==> src/rtl/freq_sweep_pkg.sv <==
// freq_sweep_pkg: shared types and default widths for the frequency-sweep
// (chirp) controller.
//   state_e : controller state (IDLE, SWEEP, LAST)
//   dir_e   : sweep direction, latched when a sweep starts
package freq_sweep_pkg;

    localparam int PHASE_W_DEF = 32;
    localparam int DWELL_W_DEF = 16;

    typedef enum logic [1:0] {
        IDLE  = 2'd0,
        SWEEP = 2'd1,
        LAST  = 2'd2
    } state_e;

    typedef enum logic {
        DIR_UP   = 1'b0,
        DIR_DOWN = 1'b1
    } dir_e;

endpackage

==> src/rtl/freq_sweep_dwell_timer.sv <==
// freq_sweep_dwell_timer: loadable down-counter that sets how long each
// increment value is held.
//   clk_i, rst_i : clock, asynchronous active-high reset
//   clr_i        : force the count to 0 (highest priority)
//   load_i       : load load_val_i
//   load_val_i   : dwell reload value
//   en_i         : count enable
//   expire_o     : high for the single cycle the enabled count sits at 0.
//                  The owner reloads on that cycle, so it is a one-cycle pulse.
module freq_sweep_dwell_timer #(
    parameter int W = 16
) (
    input  logic         clk_i,
    input  logic         rst_i,
    input  logic         clr_i,
    input  logic         load_i,
    input  logic [W-1:0] load_val_i,
    input  logic         en_i,
    output logic         expire_o
);

    logic [W-1:0] cnt_q, cnt_d;

    always_comb begin
        cnt_d = cnt_q;
        if (clr_i)
            cnt_d = '0;
        else if (load_i)
            cnt_d = load_val_i;
        else if (en_i && cnt_q != '0)
            cnt_d = cnt_q - 1'b1;
    end

    always_ff @(posedge clk_i or posedge rst_i) begin
        if (rst_i) cnt_q <= '0;
        else       cnt_q <= cnt_d;
    end

    assign expire_o = en_i && (cnt_q == '0);

endmodule

==> src/rtl/freq_sweep_ctrl.sv <==
// freq_sweep_ctrl: frequency-sweep (chirp) controller. It steps the phase
// increment fed to the phase accumulator from f_start to f_stop in f_step
// increments and holds each value for dwell+1 cycles.
//   clk_i, rst_i      : clock, asynchronous active-high reset
//   start_i / stop_i  : start pulse (only taken in IDLE), abort pulse
//   f_start_i, f_stop_i, f_step_i, dwell_i, repeat_i : sweep configuration,
//                       latched when a start is accepted
//   tri_i             : triangle mode (present only with FREQ_SWEEP_TRIANGLE_EN)
//   phase_inc_o       : registered increment to the phase accumulator
//   busy_o            : high in SWEEP or LAST
//   step_o, done_o, wrap_o : one-cycle status pulses
// Build option: define FREQ_SWEEP_TRIANGLE_EN to add tri_i. With repeat and
// tri both set, each LAST expiry swaps start/stop and reverses direction.
module freq_sweep_ctrl
    import freq_sweep_pkg::*;
#(
    parameter int PHASE_W = PHASE_W_DEF,
    parameter int DWELL_W = DWELL_W_DEF
) (
    input  logic               clk_i,
    input  logic               rst_i,
    input  logic               start_i,
    input  logic               stop_i,
    input  logic [PHASE_W-1:0] f_start_i,
    input  logic [PHASE_W-1:0] f_stop_i,
    input  logic [PHASE_W-1:0] f_step_i,
    input  logic [DWELL_W-1:0] dwell_i,
    input  logic               repeat_i,
`ifdef FREQ_SWEEP_TRIANGLE_EN
    input  logic               tri_i,
`endif
    output logic [PHASE_W-1:0] phase_inc_o,
    output logic               busy_o,
    output logic               step_o,
    output logic               done_o,
    output logic               wrap_o
);

    state_e               state_q, state_d;
    dir_e                 dir_q, dir_d;
    logic [PHASE_W-1:0]   f_start_q, f_start_d;
    logic [PHASE_W-1:0]   f_stop_q, f_stop_d;
    logic [PHASE_W-1:0]   f_step_q, f_step_d;
    logic [DWELL_W-1:0]   dwell_q, dwell_d;
    logic                 repeat_q, repeat_d;
    logic [PHASE_W-1:0]   phase_inc_q, phase_inc_d;
    logic                 busy_q, busy_d;
    logic                 step_q, step_d;
    logic                 done_q, done_d;
    logic                 wrap_q, wrap_d;
`ifdef FREQ_SWEEP_TRIANGLE_EN
    logic                 tri_q, tri_d;
`endif

    logic                 tmr_clr, tmr_load, tmr_exp;
    logic [DWELL_W-1:0]   tmr_val;

    // One extra bit so a step past either end of the range shows up as
    // carry/borrow instead of wrapping around to a small or large value.
    logic [PHASE_W:0]     next_ext;
    logic                 clamp;

    freq_sweep_dwell_timer #(.W(DWELL_W)) u_dwell (
        .clk_i      (clk_i),
        .rst_i      (rst_i),
        .clr_i      (tmr_clr),
        .load_i     (tmr_load),
        .load_val_i (tmr_val),
        .en_i       (busy_q),
        .expire_o   (tmr_exp)
    );

    always_comb begin
        if (dir_q == DIR_UP) begin
            next_ext = {1'b0, phase_inc_q} + {1'b0, f_step_q};
            clamp    = next_ext[PHASE_W] || (next_ext[PHASE_W-1:0] >= f_stop_q);
        end else begin
            next_ext = {1'b0, phase_inc_q} - {1'b0, f_step_q};
            clamp    = next_ext[PHASE_W] || (next_ext[PHASE_W-1:0] <= f_stop_q);
        end
        // A zero step would never get anywhere, so go straight to f_stop.
        if (f_step_q == '0) clamp = 1'b1;
    end

    always_comb begin
        state_d     = state_q;
        dir_d       = dir_q;
        f_start_d   = f_start_q;
        f_stop_d    = f_stop_q;
        f_step_d    = f_step_q;
        dwell_d     = dwell_q;
        repeat_d    = repeat_q;
        phase_inc_d = phase_inc_q;
        busy_d      = busy_q;
        step_d      = 1'b0;
        done_d      = 1'b0;
        wrap_d      = 1'b0;
`ifdef FREQ_SWEEP_TRIANGLE_EN
        tri_d       = tri_q;
`endif
        tmr_clr     = 1'b0;
        tmr_load    = 1'b0;
        tmr_val     = dwell_q;

        case (state_q)
            IDLE: begin
                if (start_i && !stop_i) begin
                    f_start_d   = f_start_i;
                    f_stop_d    = f_stop_i;
                    f_step_d    = f_step_i;
                    dwell_d     = dwell_i;
                    repeat_d    = repeat_i;
`ifdef FREQ_SWEEP_TRIANGLE_EN
                    tri_d       = tri_i;
`endif
                    dir_d       = (f_stop_i >= f_start_i) ? DIR_UP : DIR_DOWN;
                    phase_inc_d = f_start_i;
                    busy_d      = 1'b1;
                    step_d      = 1'b1;
                    tmr_load    = 1'b1;
                    tmr_val     = dwell_i;
                    state_d     = (f_start_i == f_stop_i) ? LAST : SWEEP;
                end
            end

            SWEEP: begin
                if (stop_i) begin
                    busy_d  = 1'b0;
                    tmr_clr = 1'b1;
                    state_d = IDLE;
                end else if (tmr_exp) begin
                    step_d   = 1'b1;
                    tmr_load = 1'b1;
                    if (clamp) begin
                        phase_inc_d = f_stop_q;
                        state_d     = LAST;
                    end else begin
                        phase_inc_d = next_ext[PHASE_W-1:0];
                    end
                end
            end

            LAST: begin
                if (stop_i) begin
                    busy_d  = 1'b0;
                    tmr_clr = 1'b1;
                    state_d = IDLE;
                end else if (tmr_exp) begin
                    if (!repeat_q) begin
                        done_d  = 1'b1;
                        busy_d  = 1'b0;
                        tmr_clr = 1'b1;
                        state_d = IDLE;
                    end else begin
                        step_d   = 1'b1;
                        wrap_d   = 1'b1;
                        tmr_load = 1'b1;
                        state_d  = (f_start_q == f_stop_q) ? LAST : SWEEP;
`ifdef FREQ_SWEEP_TRIANGLE_EN
                        if (tri_q) begin
                            // Reverse: the old stop becomes the new start.
                            // phase_inc keeps its value and the next dwell
                            // expiry steps away from it.
                            f_start_d   = f_stop_q;
                            f_stop_d    = f_start_q;
                            dir_d       = (dir_q == DIR_UP) ? DIR_DOWN : DIR_UP;
                            phase_inc_d = f_stop_q;
                        end else begin
                            phase_inc_d = f_start_q;
                        end
`else
                        phase_inc_d = f_start_q;
`endif
                    end
                end
            end

            default: begin
                busy_d  = 1'b0;
                tmr_clr = 1'b1;
                state_d = IDLE;
            end
        endcase
    end

    always_ff @(posedge clk_i or posedge rst_i) begin
        if (rst_i) begin
            state_q     <= IDLE;
            dir_q       <= DIR_UP;
            f_start_q   <= '0;
            f_stop_q    <= '0;
            f_step_q    <= '0;
            dwell_q     <= '0;
            repeat_q    <= 1'b0;
            phase_inc_q <= '0;
            busy_q      <= 1'b0;
            step_q      <= 1'b0;
            done_q      <= 1'b0;
            wrap_q      <= 1'b0;
`ifdef FREQ_SWEEP_TRIANGLE_EN
            tri_q       <= 1'b0;
`endif
        end else begin
            state_q     <= state_d;
            dir_q       <= dir_d;
            f_start_q   <= f_start_d;
            f_stop_q    <= f_stop_d;
            f_step_q    <= f_step_d;
            dwell_q     <= dwell_d;
            repeat_q    <= repeat_d;
            phase_inc_q <= phase_inc_d;
            busy_q      <= busy_d;
            step_q      <= step_d;
            done_q      <= done_d;
            wrap_q      <= wrap_d;
`ifdef FREQ_SWEEP_TRIANGLE_EN
            tri_q       <= tri_d;
`endif
        end
    end

    assign phase_inc_o = phase_inc_q;
    assign busy_o      = busy_q;
    assign step_o      = step_q;
    assign done_o      = done_q;
    assign wrap_o      = wrap_q;

endmodule

==> config.mk <==
export PLATFORM = sky130hd
export DESIGN_NAME = freq_sweep_ctrl
export DESIGN_NICKNAME = d
export VERILOG_FILES = /design/src/rtl/freq_sweep_pkg.sv /design/src/rtl/freq_sweep_dwell_timer.sv /design/src/rtl/freq_sweep_ctrl.sv
export SDC_FILE = /design/constraint.sdc
export NUM_CORES = 1
export LEC_CHECK = 0
export CORE_ASPECT_RATIO = 0.75
export CORE_UTILIZATION = 40
export DETAILED_ROUTE_END_ITERATION = 10
export GPL_ROUTABILITY_DRIVEN = 0
export PLACE_DENSITY = 0.67
export SKIP_CTS_REPAIR_TIMING = 1
export SLEW_MARGIN = 20
export SYNTH_ARGS = -nofsm -noshare
export SYNTH_HDL_FRONTEND = slang
export SYNTH_HIERARCHICAL = 1
export SYNTH_SLANG_ARGS = --single-unit
==> constraint.sdc <==
create_clock -name clk_i -period 5 [get_ports clk_i]
set_input_delay 1 -clock clk_i [delete_from_list [all_inputs] [get_ports clk_i]]
set_output_delay 1 -clock clk_i [all_outputs]
set_load 0.05 [all_outputs]
==> run_results.csv, run 1 <==
group,metric,value,unit
run_status,status,"complete, but fails checks",
run_status,violations,"setup timing",
synth,synth_common_cells,"168 x dfrtp_1, 165 x ha_1, 143 x inv_1",
synth,ys_ff_latch,168,
floorplan,dieArea,0.0374,mm2
detailed_routing,drt_first_pass_iters,6,
grt,grtUsageTotal,26.5,%
worst_hold_path,worstHoldStart,"dwell_q[14]",
cts,htree_levels,4,
sta,finalHoldViolCount,0,
critical_path,crit_type,"reg -> reg",
worst_hold_path,hp-class,"reg -> reg",
floorplan,rows,60,
grt,grt_pass1_vias,14100,
final_layout,layout.cells.non_filler,2509,
synth,syn_area,0.0147,mm2
critical_path,critPathMaxFanout,8,
sta,maxSlewHeadroom,27.9,%
synth,ys_seq_area_share,28.7,%
final_layout,fill_cells,3218,
detailed_routing,drcViolationCount,0,
synth,synth_top_cell_by_area,"dfrtp_1",
placement,port_buffers,152,
worst_hold_path,hold_depth,1,
synth,synth_flop_cell,"dfrtp_1",
synth,synth.distinct_cells,81,
synth,yosysMostFrequentCell,"dfrtp_1",
final_layout,layout-drive-gt1-share,23.2,%
critical_path,ff2ff_path_depth,24,
critical_path,crit_cells,24,
floorplan,coreArea,0.0360,mm2
critical_path,cpMaxStageDelayCell,"o41a_1",
detailed_routing,routedWlPerCell,19.9,um
critical_path,cpPeakStageDelay,0.48,ns
final_layout,layout.nets,2314,
sta,worst_slack,-0.577,ns
floorplan,io_pins,153,
critical_path,cp-end-kind,"register",
sta,rsz0062_at_grt,"yes",
worst_hold_path,hold_path_end,"dwell_q[14]",
cts,cts_root_buffer,"clkbuf_16",
cts,cts_tree,"yes",
grt,grt_overflow_total,0,
final_layout,syn_to_final_growth,32.0,%
sta,tns,-14.10,ns
sta,timing.fmax,179,MHz
detailed_routing,vias,14300,
critical_path,cp.required,5.28,ns
synth,yosys_warnings,6,
run,drv_cap,0,
detailed_routing,wl,49900,um
detailed_routing,drtIter0Drc,1518,
synth,synth_top_area_share,28.7,%
final_layout,postLayoutCoreUtil,53.8,%
detailed_routing,vias_per_cell,5.72,
critical_path,arrival,5.86,ns
critical_path,startpoint_type,"register",
sta,setup_viol,34,
critical_path,r2r_start,"phase_inc_o[1]",
critical_path,r2r_end,"phase_inc_o[4]",
floorplan,dieWidth,223,um
floorplan,die_h,168,um
floorplan,start_util,40.8,%
synth,synth_nets,1982,
placement,place_inst,2460,
sta,layout_min_cycle_time,5.58,ns
critical_path,critPathTopFamily,"compound AO/OA/AOI/OAI gates",
cts,clk_pin_slew,0.08,ns
synth,syn_inst,1698,
synth,synthArstFlopShare,100,%
sta,drv_slew,0,
critical_path,crit_chain,"ha_4 > nand2b_4 > a2111oi_4 > o311ai_4 > nand2_1 > o211ai_1 > o41a_1 > o21ai_2 > a21oi_1 > o21bai_1 > xnor2_1 > ha_2 > or3_4 > a221oi_2 > o21ai_1 > a2111o_1 > a2111oi_4 > nand2_1 > o211a_4 > buf_12 > buf_12 > and2_4 > o21ai_2 > a41oi_2",
synth,synth-edff-count,0,
critical_path,r2r_slack,-0.58,ns
cts,numClockSinks,168,
cts,insertion_delay,0.47,ns
grt,grt_antenna_before_repair,1,
synth,avgSynthCellArea,8.63,um2
placement,place_hpwl,38900,um
sta,fin_crit_sh,112,%
critical_path,worst-path-buf-inv,2,
cts,numCtsBuffers,17,
grt,grt_max_degree,153,
synth,synth_top_cells_by_area,"dfrtp_1 29%, ha_1 14%, mux2_2 6.8%, xnor2_1 5.4%, a21oi_1 4.3%",
cts,clockBufferDepth,2,
sta,worst_clock_skew,0.0190,ns
grt,grt_pass1_wl,77100,um
sta,tightest_slew,1.08,ns
detailed_routing,final_antenna_net_count,0,
cells in the final DEF (no fill, tap or decap), drive strengths merged, types with 36 or more instances in the layout:
cell | synthesis | layout
a21o | 37 | 37
a21oi | 125 | 125
buf | 30 | 244
clkdlybuf4s50 | 0 | 152
dfrtp | 168 | 168
ha | 165 | 165
inv | 145 | 152
mux2 | 88 | 88
nand2 | 132 | 132
nand4 | 36 | 36
nor2 | 108 | 108
o21ai | 120 | 120
xnor2 | 90 | 90
cells by family (layout without fill, tap and decap cells):
| family | Yosys count | in the layout | synth area share (%) |
|---|---|---|---|
| AO/OA/AOI/OAI | 475 | 475 | 21.3 |
| XOR/XNOR | 97 | 97 | 5.80 |
| adder cells (fa/ha/maj) | 167 | 167 | 14.4 |
| buffers and inverters | 233 | 578 | 6.43 |
| flip-flops | 168 | 168 | 28.7 |
| multiplexers | 117 | 117 | 8.74 |
| other | 0 | 1 | 0 |
| AND/OR/NAND/NOR | 441 | 441 | 14.7 |
cell type report:
| type | instances | area (um2) | share of cell area (%) |
|---|---|---|---|
| Clock inverter | 14 | 174 | 0.899 |
| Sequential cell | 168 | 4220 | 21.8 |
| Multi-Input combinational cell | 1297 | 9910 | 51.2 |
| Clock buffer | 18 | 439 | 2.27 |
| Tap cell | 465 | 582 | 3.01 |
| Timing Repair Buffer | 397 | 3460 | 17.9 |
| Inverter | 149 | 567 | 2.93 |
| Antenna cell | 1 | 2.50 | 0.0129 |
sequential cells by signal (all words and copies together), names as in the netlist:
| register | flops |
|---|---|
| busy_o | 1 |
| dir_q | 1 |
| done_o | 1 |
| dwell_q | 16 |
| f_start_q | 32 |
| f_step_q | 32 |
| f_stop_q | 32 |
| phase_inc_o | 32 |
| repeat_q | 1 |
| state_q | 2 |
| step_o | 1 |
| u_dwell/cnt_q | 16 |
| wrap_o | 1 |
worst max-delay path by stage:
| stage | slack, ns | to | start |
|---|---|---|---|
| floorplan | -0.20 | state_q[0] | phase_inc_o[8] |
| global placement | -0.59 | phase_inc_o[0] | f_step_q[1] |
| detailed placement | -0.69 | phase_inc_o[0] | f_step_q[1] |
| CTS | -0.73 | phase_inc_o[0] | f_step_q[1] |
| global route | -0.73 | phase_inc_o[4] | f_step_q[1] |
| finish | -0.58 | phase_inc_o[4] | phase_inc_o[1] |
through the flow:
stage | area (um2) | setup WS, ns | hold slack, ns
global route | 19300 | -0.735 | 0.522
floorplan | 14800 | -0.202 | 0.471
CTS | 18900 | -0.728 | 0.503
detailed placement | 18300 | -0.690 | 0.486
global placement | 18300 | -0.589 | 0.481
finish | 19300 | -0.577 | 0.503
worst reg2reg max path, cell delays in order (launching register included):
cell and delay [ns]:
dfrtp_2 0.45, ha_4 0.25, nand2b_4 0.15, a2111oi_4 0.44, o311ai_4 0.16, nand2_1 0.11
o211ai_1 0.19, o41a_1 0.49, o21ai_2 0.19, a21oi_1 0.08, o21bai_1 0.17, xnor2_1 0.11
ha_2 0.19, or3_4 0.36, a221oi_2 0.16, o21ai_1 0.09, a2111o_1 0.39, a2111oi_4 0.20
nand2_1 0.13, o211a_4 0.34, buf_12 0.17, buf_12 0.13, and2_4 0.13, o21ai_2 0.16
a41oi_2 0.15
per-layer routing:
| layer | vias up | global-route usage [%] | share of wire, % |
|---|---|---|---|
| met5 | - | 0 | 0 |
| met4 | 0 | 9.66 | 3.2 |
| met3 | 90 | 6.32 | 7.7 |
| met2 | 578 | 41.7 | 46 |
| met1 | 6906 | 35.2 | 44 |
| li1 | 6766 | - | - |
Power of run 1 is not shown: default switching activity piles up to over one toggle a cycle in this logic, so the estimate is an artifact.
==> run 2, diff against run 1 <==
--- a/config.mk
+++ b/config.mk
@@ -6,6 +6,7 @@
 export NUM_CORES = 1
 export LEC_CHECK = 0
 export CORE_ASPECT_RATIO = 0.75
+export CORE_MARGIN = 1.5
 export CORE_UTILIZATION = 40
 export DETAILED_ROUTE_END_ITERATION = 10
 export GPL_ROUTABILITY_DRIVEN = 0
==> run 2 against run 1 <==
The run still ends with setup timing left; clock skew decreased by 0.0014 ns; fmax increased by 3.0%; sequential share of layout area increased by 0.28 points; hold slack got worse by 0.0014 ns; die area increased by 1.0%; setup slack improved by 0.16 ns; critical path depth increased by 2; register-to-register slack improved by 0.16 ns; first-iteration DRC count decreased by 22%; clock-buffer cell count decreased by 1; final cell count decreased by 1.4%; non-clock buffer count decreased by 33; critical path type unchanged; largest cell class unchanged.
==> run_results.csv, run 2 (synthesized netlist as in run 1, its figures left out) <==
group,metric,value,unit
cts,insertion_delay,0.48,ns
sta,fin_crit_sh,108,%
run_status,status,"complete, but fails checks",
detailed_routing,vias_per_cell,5.76,
run,drv_cap,0,
cts,cts_tree,"yes",
critical_path,crit_cells,26,
final_layout,fill_cells,3259,
final_layout,syn_to_final_growth,30.3,%
final_layout,layout_common_cells,"196 x buf_4, 160 x ha_1, 158 x dfrtp_1",
critical_path,critPathMaxFanout,5,
placement,place_inst,2428,
grt,grt_pass1_vias,14000,
cts,numCtsBuffers,17,
critical_path,worst-path-buf-inv,4,
final_layout,layout.cells.non_filler,2475,
sta,finalHoldViolCount,0,
floorplan,die_h,169,um
critical_path,crit_type,"reg -> reg",
placement,place_hpwl,39100,um
critical_path,cpMaxStageDelayCell,"or4b_2",
placement,port_buffers,152,
floorplan,start_util,40.8,%
floorplan,dieWidth,224,um
final_layout,antenna_cells,0,
critical_path,startpoint_type,"register",
critical_path,r2r_end,"phase_inc_o[4]",
sta,hold_ws,0.502,ns
run_status,violations,"setup timing",
critical_path,critPathTopFamily,"compound AO/OA/AOI/OAI gates",
final_layout,multi_input_area,0.00987,mm2
cts,numClockSinks,168,
critical_path,ff2ff_path_depth,26,
grt,grt_antenna_before_repair,0,
critical_path,cpPeakStageDelay,0.62,ns
critical_path,r2r_slack,-0.41,ns
floorplan,coreArea,0.0360,mm2
critical_path,r2r_start,"phase_inc_o[12]",
sta,worst_clock_skew,0.0177,ns
grt,grt_overflow_total,0,
sta,worst_slack,-0.414,ns
final_layout,final_common_cell,"buf_4",
floorplan,io_pins,153,
worst_hold_path,hp-class,"reg -> reg",
sta,layout_min_cycle_time,5.41,ns
detailed_routing,final_antenna_net_count,0,
detailed_routing,wl,49400,um
cts,htree_levels,4,
critical_path,cp.required,5.33,ns
grt,grt_pass1_wl,77500,um
detailed_routing,vias,14300,
sta,rsz0062_at_grt,"yes",
detailed_routing,drtIter0Drc,1179,
grt,grt_max_degree,75,
placement,post-place-ws,-0.482,ns
detailed_routing,drt_first_pass_iters,5,
final_layout,layout-drive-gt1-share,21.8,%
critical_path,critPathLaunch,"phase_inc_o[12]",
sta,drv_slew,0,
final_layout,ff_latch_area,0.00422,mm2
critical_path,crit_end,"phase_inc_o[4]",
critical_path,cp-end-kind,"register",
cts,cts_root_buffer,"clkbuf_16",
grt,grtUsageTotal,26.2,%
cts,clockBufferDepth,2,
cts,clk_pin_slew,0.08,ns
sta,timing.fmax,185,MHz
detailed_routing,drcViolationCount,0,
final_layout,layout.nets,2281,
detailed_routing,routedWlPerCell,20.0,um
floorplan,dieArea,0.0378,mm2
final_layout,postLayoutCoreUtil,53.1,%
floorplan,rows,60,
critical_path,arrival,5.74,ns
sta,setup_viol,34,
sta,maxSlewHeadroom,29.2,%
sta,tightest_slew,1.06,ns
[run 2: cell types whose count changed in the layout (fill, tap and decap cells not counted), sizes merged]
cell,previous run,this run
diode,1,0
clkinvlp,3,1
clkinv,7,14
buf,244,211
bufinv,1,0
clkbuf,19,18
inv,152,149
[run 2: how the worst min path moves through the flow]
| stage | startpoint | end | slack [ns] | cells past startpoint |
|---|---|---|---|---|
| floorplan | dwell_q[14] | dwell_q[14] | 0.47 | 1 |
| global placement | dwell_q[0] | dwell_q[0] | 0.48 | 1 |
| detailed placement | dwell_q[0] | dwell_q[0] | 0.48 | 1 |
| CTS | dwell_q[0] | dwell_q[0] | 0.50 | 1 |
| global route | dwell_q[7] | dwell_q[7] | 0.52 | 1 |
| finish | dwell_q[0] | dwell_q[0] | 0.50 | 1 |
[run 2: through the flow]
step                cell area, um2  setup TNS (ns)
finish                       19100           -9.80
global route                 19100          -18.66
CTS                          18700          -12.40
detailed placement           18100          -10.59
global placement             18100           -7.90
floorplan                    14800           -1.23
[run 2: routing by layer]
metal	up-vias	part of all wire, %	GRT usage (%)	wire, um
met3	115	7.3	4.89	3600
li1	6705	-	-	-
met2	604	45	41.5	22000
met1	6838	44	35.2	21800
met4	0	4.1	10.7	2040
met5	-	0	0	0
[run 2: final cells by class]
cell class | count | area share [%]
multi-input cells | 1297 | 51.7
inverters | 149 | 2.97
repair buffers | 364 | 17.0
well taps | 465 | 3.05
clock buffers | 17 | 2.23
flip-flops and latches | 168 | 22.1
clock inverters | 15 | 1.03
[run 2: worst register-to-register path: stages, from the launching register on]
cell and delay [ns]:
dfrtp_2 0.43, ha_1 0.29, nand2b_1 0.13, a21oi_1 0.07
o21a_1 0.18, or4b_2 0.62, o211ai_1 0.11, buf_4 0.17
o41a_1 0.20, o21ai_2 0.10, a21oi_1 0.13, o21bai_1 0.08
xnor2_1 0.16, ha_2 0.17, or3_1 0.35, a221oi_2 0.17
o21ai_1 0.10, a2111o_1 0.41, a2111oi_2 0.21, nand2_1 0.12
o211a_4 0.30, buf_12 0.15, clkbuf_16 0.15, buf_6 0.11
and2_4 0.13, o21ai_2 0.14, a41oi_2 0.11
Power of run 2 is left out for the same reason.
==> run 3, diff against run 2 <==
--- a/config.mk
+++ b/config.mk
@@ -7,10 +7,10 @@
 export LEC_CHECK = 0
 export CORE_ASPECT_RATIO = 0.75
 export CORE_MARGIN = 1.5
-export CORE_UTILIZATION = 40
+export CORE_UTILIZATION = 53
 export DETAILED_ROUTE_END_ITERATION = 10
 export GPL_ROUTABILITY_DRIVEN = 0
-export PLACE_DENSITY = 0.67
+export PLACE_DENSITY = 0.78
 export SKIP_CTS_REPAIR_TIMING = 1
 export SLEW_MARGIN = 20
 export SYNTH_ARGS = -nofsm -noshare
==> run 3 against run 2 <==
The run still ends with setup timing left; clock-buffer cell count is 2 higher; sequential cell count stayed put; critical path depth is 1 lower; fmax fell by 1.1%; setup slack got worse by 0.059 ns; cell area decreased by 0.69%.
==> run_results.csv, run 3 (synthesized netlist as in run 1, its figures left out) <==
group,metric,value,unit
critical_path,ff2ff_path_depth,25,
floorplan,die_h,147,um
sta,setup_viol,34,
worst_hold_path,hold_path_end,"dwell_q[7]",
sta,drv_slew,0,
floorplan,coreArea,0.0271,mm2
final_layout,syn_to_final_growth,29.4,%
final_layout,layout.nets,2269,
detailed_routing,drtIter0Drc,1616,
floorplan,rows,52,
grt,grt_overflow_total,0,
run,drv_cap,0,
detailed_routing,drcViolationCount,0,
worst_hold_path,hp-class,"reg -> reg",
critical_path,cp-end-kind,"register",
critical_path,cp.required,5.40,ns
final_layout,layout-drive-gt1-share,21.7,%
sta,tightest_slew,1.01,ns
detailed_routing,drt_first_pass_iters,7,
final_layout,postLayoutCoreUtil,70.1,%
detailed_routing,wl,50400,um
final_layout,fill_cells,2034,
detailed_routing,final_antenna_net_count,0,
worst_hold_path,hold_depth,1,
sta,maxSlewHeadroom,32.6,%
grt,grt_antenna_before_repair,0,
critical_path,critPathMaxFanout,6,
sta,worst_clock_skew,0.0121,ns
cts,clk_pin_slew,0.08,ns
detailed_routing,vias_per_cell,6.33,
floorplan,io_pins,153,
floorplan,start_util,54.1,%
sta,timing.fmax,183,MHz
cts,htree_levels,4,
critical_path,startpoint_type,"register",
cts,cts_tree,"yes",
grt,grtUsageTotal,34.0,%
cts,cts_root_buffer,"clkbuf_16",
cts,numClockSinks,168,
final_layout,layout_common_cells,"182 x buf_4, 158 x dfrtp_1, 155 x ha_1",
floorplan,dieWidth,195,um
detailed_routing,routedWlPerCell,21.5,um
cts,insertion_delay,0.46,ns
sta,tns,-12.91,ns
critical_path,crit_type,"reg -> reg",
critical_path,r2r_slack,-0.47,ns
sta,rsz0062_at_grt,"yes",
critical_path,r2r_end,"phase_inc_o[19]",
cts,clockBufferDepth,2,
grt,grt_max_degree,72,
critical_path,arrival,5.88,ns
worst_hold_path,worstHoldStart,"dwell_q[7]",
run_status,status,"complete, but fails checks",
run_status,violations,"setup timing",
grt,grt_pass1_wl,76600,um
detailed_routing,vias,14900,
sta,worst_slack,-0.473,ns
placement,place_hpwl,37800,um
placement,port_buffers,152,
sta,layout_min_cycle_time,5.47,ns
sta,fin_crit_sh,109,%
grt,grt_pass1_vias,14500,
sta,finalHoldViolCount,0,
critical_path,r2r_start,"phase_inc_o[12]",
floorplan,dieArea,0.0287,mm2
final_layout,final_common_cell,"buf_4",
cts,numCtsBuffers,17,
run 3: cell types whose count changed in the layout (fill, tap and decap cells not counted), moves of 3 or more:
cell	before	now
a211oi_2	5	2
a41oi_1	3	6
a41oi_2	5	2
buf_12	6	2
buf_4	196	182
bufinv_16	0	3
clkinv_8	7	0
ha_1	160	155
ha_2	1	4
run 3: metal layers:
| layer | part of all wire [%] | global-route usage (%) | vias up | routed length [um] |
|---|---|---|---|---|
| li1 | - | - | 6684 | - |
| met1 | 40 | 44.0 | 7051 | 20100 |
| met5 | 0 | 0 | - | 0 |
| met4 | 5.5 | 17.4 | 0 | 2790 |
| met3 | 9.6 | 7.30 | 215 | 4860 |
| met2 | 45 | 53.8 | 917 | 22600 |
run 3: how the worst max path moves through the flow:
stage	from	end	cells after the start
floorplan	phase_inc_o[8]	state_q[0]	24
global placement	phase_inc_o[2]	phase_inc_o[1]	23
detailed placement	phase_inc_o[2]	phase_inc_o[0]	23
CTS	phase_inc_o[2]	phase_inc_o[0]	23
global route	phase_inc_o[12]	phase_inc_o[8]	26
finish	phase_inc_o[12]	phase_inc_o[19]	25
run 3: worst max-delay path, cell delays in order (launching register included):
cell and delay, ns:
dfrtp_2 0.45, buf_4 0.16, ha_2 0.18, inv_2 0.05, a21oi_1 0.06, o21a_1 0.18, or4b_2 0.61, o211ai_1 0.12
buf_4 0.18, o41a_1 0.20, o21ai_2 0.09, a21oi_2 0.13, o21bai_1 0.09, xnor2_1 0.14, ha_2 0.17, or3_4 0.35
a221oi_2 0.18, o21ai_1 0.11, a2111o_1 0.40, a2111oi_2 0.23, nand2_1 0.17, buf_6 0.17, o211a_4 0.28, buf_4 0.16
or4_4 0.46, nand3_2 0.08
run 3: layout make-up:
class                      instances  area [um2]  area share [%]
clock buffer                      19         453            2.39
timing repair buffer             351        3130            16.5
inverter                         149         567            2.99
clock inverter                    12         166           0.877
antenna                            1        2.50          0.0132
sequential                       168        4220            22.2
multi-input combinational       1298        9990            52.7
tap                              351         439            2.32
run 3: metrics by stage:
step	hold slack (ns)	setup WS [ns]	area, um2	cells
5_1_grt	0.518	-0.616	19000	2348
6_report	0.503	-0.473	19000	2349
3_5_place_dp	0.485	-0.662	17700	2297
2_1_floorplan	0.471	-0.202	14800	1698
3_3_place_gp	0.479	-0.528	17700	2297
4_1_cts	0.505	-0.686	18400	2328
Power of run 3 is left out for the same reason.
